`src/rtl/branch_target_buffer_pkg.sv`:
```
// rtl/branch_target_buffer_pkg.sv - shared constants and counter-encoding helpers for the BTB
package branch_target_buffer_pkg;

  localparam int PC_W      = 32;
  localparam int MAX_CTR_W = 4;

  // Weakly-taken: MSB set, lower bits clear.
  function automatic logic [MAX_CTR_W-1:0] btb_ctr_wt(input int w);
    return MAX_CTR_W'(1) << (w - 1);
  endfunction

  // Weakly-not-taken: MSB clear, lower bits set.
  function automatic logic [MAX_CTR_W-1:0] btb_ctr_wnt(input int w);
    return (MAX_CTR_W'(1) << (w - 1)) - MAX_CTR_W'(1);
  endfunction

endpackage

```
`src/rtl/btb_sat_ctr.sv`:
```
// rtl/btb_sat_ctr.sv - next value of a CTR_W-bit saturating up/down direction counter
module btb_sat_ctr #(
  parameter int CTR_W = 2
) (
  input  logic [CTR_W-1:0] ctr_i,
  input  logic             inc_i,
  output logic [CTR_W-1:0] ctr_o
);

  localparam logic [CTR_W-1:0] CTR_MAX = '1;

  always_comb begin
    ctr_o = ctr_i;
    if (inc_i) begin
      if (ctr_i != CTR_MAX) ctr_o = ctr_i + CTR_W'(1);
    end else begin
      if (ctr_i != '0) ctr_o = ctr_i - CTR_W'(1);
    end
  end

endmodule

```
`src/rtl/branch_target_buffer.sv`:
```
// rtl/branch_target_buffer.sv - direct-mapped BTB with saturating direction counters,
// combinational lookup, execute-stage repair, misprediction detect and statistics.
module branch_target_buffer
  import branch_target_buffer_pkg::*;
#(
  parameter int ENTRIES = 16,
  parameter int CTR_W   = 2,
  parameter int CNT_W   = 32
) (
  input  logic             CLK,
  input  logic             nRST,
  input  logic [PC_W-1:0]  lk_pc,
  input  logic             lk_valid,
  output logic             pred_taken,
  output logic [PC_W-1:0]  pred_pc,
  input  logic             upd_valid,
  input  logic [PC_W-1:0]  upd_pc,
  input  logic             upd_taken,
  input  logic [PC_W-1:0]  upd_target,
  input  logic             upd_pred_taken,
  input  logic [PC_W-1:0]  upd_pred_pc,
  output logic             mispredict,
  output logic [PC_W-1:0]  correct_pc,
  input  logic             inval_all,
  output logic [CNT_W-1:0] lookups,
  output logic [CNT_W-1:0] mispredicts
);

  localparam int IDX_W = $clog2(ENTRIES);
  localparam int TAG_W = PC_W - 2 - IDX_W;
  localparam logic [CTR_W-1:0] CTR_WT  = CTR_W'(btb_ctr_wt(CTR_W));
  localparam logic [CTR_W-1:0] CTR_WNT = CTR_W'(btb_ctr_wnt(CTR_W));

  typedef struct packed {
    logic             valid;
    logic [TAG_W-1:0] tag;
    logic [PC_W-1:0]  target;
    logic [CTR_W-1:0] ctr;
  } btb_entry_t;

  btb_entry_t       tbl_q [ENTRIES];
  btb_entry_t       tbl_d [ENTRIES];
  logic [CTR_W-1:0] ctr_nxt [ENTRIES];
  logic [CNT_W-1:0] lookups_q, lookups_d;
  logic [CNT_W-1:0] mispredicts_q, mispredicts_d;

  logic [IDX_W-1:0] lk_idx, upd_idx;
  logic [TAG_W-1:0] lk_tag, upd_tag;
  logic             lk_hit, upd_hit;
  logic             unused_in_bits;

  assign lk_idx  = lk_pc[IDX_W+1:2];
  assign lk_tag  = lk_pc[PC_W-1:IDX_W+2];
  assign upd_idx = upd_pc[IDX_W+1:2];
  assign upd_tag = upd_pc[PC_W-1:IDX_W+2];

  // The carried prediction bit is redundant with upd_pred_pc for detection purposes.
  assign unused_in_bits = ^{lk_pc[1:0], upd_pc[1:0], upd_pred_taken};

  assign lk_hit     = tbl_q[lk_idx].valid && (tbl_q[lk_idx].tag == lk_tag);
  assign pred_taken = lk_hit && tbl_q[lk_idx].ctr[CTR_W-1];
  assign pred_pc    = pred_taken ? tbl_q[lk_idx].target : lk_pc + PC_W'(4);

  assign upd_hit    = tbl_q[upd_idx].valid && (tbl_q[upd_idx].tag == upd_tag);
  assign correct_pc = upd_taken ? upd_target : upd_pc + PC_W'(4);
  assign mispredict = upd_valid && (upd_pred_pc != correct_pc);

  for (genvar g = 0; g < ENTRIES; g++) begin : g_ctr
    btb_sat_ctr #(.CTR_W(CTR_W)) u_sat_ctr (
      .ctr_i (tbl_q[g].ctr),
      .inc_i (upd_taken),
      .ctr_o (ctr_nxt[g])
    );
  end

  always_comb begin
    tbl_d = tbl_q;
    if (inval_all) begin
      for (int i = 0; i < ENTRIES; i++) tbl_d[i].valid = 1'b0;
    end else if (upd_valid) begin
      if (upd_hit) begin
        tbl_d[upd_idx].ctr = ctr_nxt[upd_idx];
        if (upd_taken) tbl_d[upd_idx].target = upd_target;
      end else if (upd_taken) begin
        tbl_d[upd_idx] = '{valid: 1'b1, tag: upd_tag, target: upd_target, ctr: CTR_WT};
      end
    end
  end

  always_comb begin
    lookups_d     = lookups_q;
    mispredicts_d = mispredicts_q;
    if (lk_valid && (lookups_q != '1))       lookups_d     = lookups_q + CNT_W'(1);
    if (mispredict && (mispredicts_q != '1)) mispredicts_d = mispredicts_q + CNT_W'(1);
  end

  always_ff @(posedge CLK or negedge nRST) begin
    if (!nRST) begin
      for (int i = 0; i < ENTRIES; i++) begin
        tbl_q[i] <= '{valid: 1'b0, tag: '0, target: '0, ctr: CTR_WNT};
      end
      lookups_q     <= '0;
      mispredicts_q <= '0;
    end else begin
      tbl_q         <= tbl_d;
      lookups_q     <= lookups_d;
      mispredicts_q <= mispredicts_d;
    end
  end

  assign lookups     = lookups_q;
  assign mispredicts = mispredicts_q;

endmodule

```
`config.mk`:
```
export PLATFORM = sky130hd
export DESIGN_NAME = branch_target_buffer
export DESIGN_NICKNAME = d
export VERILOG_FILES = /design/src/rtl/branch_target_buffer_pkg.sv /design/src/rtl/btb_sat_ctr.sv /design/src/rtl/branch_target_buffer.sv
export SDC_FILE = /design/constraint.sdc
export NUM_CORES = 2
export LEC_CHECK = 0
export BUFFER_PORTS_ARGS = -buffer_cell sky130_fd_sc_hd__buf_2
export CAP_MARGIN = 20
export CORE_MARGIN = 2
export CORE_UTILIZATION = 35
export CTS_BUF_LIST = sky130_fd_sc_hd__clkbuf_4
export CTS_CLUSTER_DIAMETER = 200
export DETAILED_ROUTE_END_ITERATION = 12
export GPL_ROUTABILITY_DRIVEN = 0
export SYNTH_ARGS = -nofsm -noshare
export SYNTH_HDL_FRONTEND = slang
export SYNTH_SLANG_ARGS = --single-unit
```
`constraint.sdc`:
```
create_clock -name CLK -period 4.2 [get_ports CLK]
set_clock_uncertainty 0.15 [all_clocks]
set_input_delay 0.42 -clock CLK [delete_from_list [all_inputs] [get_ports CLK]]
set_output_delay 0.42 -clock CLK [all_outputs]
set_load 0.1 [all_outputs]
```
==> results.ini <==
[worst_setup_path]
cp_data_arrival_time_ns = 4.48
cp-end-kind = output port
critPathMaxFanout = 8
critPathRequiredTime_ns = 3.63
reg2reg_from = tbl_q[538]
r2r_slack_ns = 0.24
crit_type = reg -> out
rr_endpoint = tbl_q[914]
worstRegToRegCells = 11
crit_path_start_kind = flip-flop

[place]
port_buffers = 263
dp_worst_setup_slack_ns = -0.205
hpwl_um = 124000
placed_area_mm2 = 0.0609

[clock_tree]
cts-htree-levels = 5
numCtsBuffers = 306
cts_tree = built
clk_latency_ns = 1.28
root_buffer = clkbuf_4
cts.clk_slew.worst_paths_ns = 0.06
cts.sinks = 1040
cts_buffer_depth = 4

[routing]
top_layer = met5
detail-route-antenna-nets = 0
drt_iter0_markers = 3567
routedWlPerCell_um = 27.7
met3WireLength_um = 20000
drc_errors = 0
met1_length_um = 78500
routed_wl_um = 186000
drt_pass1_iterations = 5
routed-via-count = 38108
viasPerCell = 5.68
wl_met2_um = 82200

[layout]
fin_nets = 4604
area_delta_synth_final_pct = 21.7
fin_area_mm2 = 0.0659
drive_above_1_share_pct = 53.2

[floorplanning]
die_width_um = 397
io_pins = 265
start_util_pct = 35.2
rows = 144
fp.dieArea_mm2 = 0.158
core-area_mm2 = 0.154
die_y_um = 397

[synthesis]
synth_cell_type_count = 72
synth_edf_count = 0
synth_flop_cell = dfrtp_1
synth_area_mm2 = 0.0541
synth.yosys.seq_area_share_pct = 48.1
ys_warn_count = 0
async_flop_share_pct = 100
synthCells = 3820
synth_fp_nets = 3962
ys_seq_elements = 1040
syn_area_per_cell_um2 = 14.2

[timing]
hold_viol_final = 0
tns_ns = -27.65
fin_crit_sh_pct = 120
layout_min_cycle_time_ns = 5.05
final-setup-viol-count = 45
rsz0062_at_grt = true
fmax_mhz = 198
hold_ws_ns = 0.0274
slew_headroom_pct = 40.4
slew_viol_final = 0
worstMarginPinSlew_ns = 0.891
setup_slack_ns = -0.848

[run_status]
violations = negative setup slack
status = finished, violations left

[grt]
grt_start_max_net_pins = 106
grt_usage_pct = 23.5
overflow = 0
grt_first_pass_wirelength_um = 270000
grt_pass1_vias = 38576
antenna_found_initial = 29

[pwr]
combPwrFrac_pct = 20.6
p_seq_share_pct = 44.6
switchingPower_uw = 8150
power.density_mw_per_mm2 = 412
switching_share_pct = 30.0
p_int_uw = 19000
ir_drop_mv = 0.415
clockPowerShare_pct = 34.8
p_leak_uw = 0.0295

[hold_path]
holdPathStages = 3
hp-start = upd_target[23]
hold_class = in -> reg
min_to = tbl_q[391]

[job]
drv_cap = 0

-- logic make-up after synthesis --
logic type	Yosys count	share of synthesized area (%)
fa+ha+maj	19	0.384
compound gates	262	3.08
simple gates	536	4.94
xor+xnor	202	3.34
flops	1040	48.1
mux	1360	37.0
buf+inv	401	3.09
-- final cells by class --
type                            count  area (um2)
Tap cell                         2044        2560
Inverter                           53         199
Sequential cell                  1040       26000
Multi-Input combinational cell   2379       26700
Fill cell                       14306       88000
Antenna cell                       11        27.5
Timing Repair Buffer              682        6690
Clock buffer                      453        3400
Clock inverter                     44         223
-- sequential cells by signal, indices dropped and copies added (netlist names) --
signal       cells
mispredicts     32
lookups         32
tbl_q          976
-- per-layer routing --
metal	up-vias	track usage (%)
met4	26	7.52
met2	1700	34.5
met5	-	0
met1	20225	32.5
met3	303	8.21
li1	15854	-
-- power by group through the flow --
stage                     combinational [uW]  sequential (uW)  clock (uW)
final                                   5590            12100        9440
after global routing                    5890            12200       10300
after CTS                               5570            12100        9710
after detailed placement                5450            12200           0
after global placement                  5370            12200           0
after floorplan                         3300            12500           0
-- worst max-delay path, stage by stage (launching register included) --
cell and delay [ns]:
dfrtp_1 0.39, mux4_2 0.46, mux4_2 0.56, xnor2_2 0.24
nand4_1 0.25, nor2_2 0.24, nand4_1 0.13, buf_6 0.19
clkbuf_16 0.21, mux2_4 0.35, buf_12 0.18
-- synthesized netlist by cell type, types with 49 or more instances --
library cell,n,area [um2]
nor2_1,86,323
xor2_1,74,648
nand2_1,169,634
clkbuf_1,222,833
mux2_2,921,10400
dfrtp_1,1024,25600
nand4_1,50,313
buf_2,61,305
mux4_2,423,9530
nand3_1,76,380
o21ai_0,105,526
inv_1,49,184
xnor2_1,125,1090
-- worst max-delay path by stage --
| stage | cells past startpoint | slack [ns] | end | from |
|---|---|---|---|---|
| final | 10 | -0.85 | pred_pc[29] | tbl_q[165] |
| after global placement | 17 | -0.24 | mispredict | upd_pc[2] |
| after floorplan | 11 | -0.16 | mispredict | upd_pc[2] |
| after detailed placement | 17 | -0.21 | mispredict | upd_pc[2] |
| after global routing | 10 | -0.95 | pred_pc[18] | tbl_q[285] |
| after CTS | 11 | -0.91 | pred_pc[9] | tbl_q[165] |
-- per-stage QoR --
stage	utilization, %	power (uW)	std cells
after floorplan	-	15800	3820
after global placement	39.6	17500	6085
after detailed placement	39.6	17700	6085
after CTS	42.7	27300	6691
after global routing	42.8	28400	6700
final	42.8	27100	6706
-- timing repair --
action	4_1_cts	5_1_grt
resized for setup	14	44
endpoints found under the hold margin	2058	8
pin swaps	2	7
setup endpoints to repair	34	48
gates cloned	1	2
hold buffers	107	2
buffers inserted	1	1
-- cell usage in the layout (no fill, tap or decap), types with 6 or more instances in the layout --
master         Yosys  final
mux2_4             0     11
dfstp_2           16     16
dfrtp_1         1024   1024
buf_12             0    133
mux2i_1           16     15
clkinv_1           3     34
mux4_2           423    423
nor2_4             0     17
a32oi_1           13     13
nor2b_1           14     14
inv_1             49     48
buf_2             61    198
maj3_1            12     12
nor4_1            33     31
inv_2              1      9
buf_4             15    228
o31ai_1            6      6
and2_1            13     13
a21oi_1           40     39
o21ai_0          105     95
nand4_1           50     50
a31oi_1           30     30
xnor2_1          125    121
and4_1            17     15
nor3_1            27     25
nand2_2            0     16
dlygate4sd3_1      0    104
nand2b_1           7      7
diode_2            0     11
xor2_1            74     74
mux2_2           921    910
clkbuf_4           0    458
nor2_1            86     68
nand3_1           76     76
a211oi_1          13     13
o2bb2ai_1          9      9
o21ai_1            0      8
nand2_1          169    153
and3_1            20     20
Power figures use the tool's default switching activity.
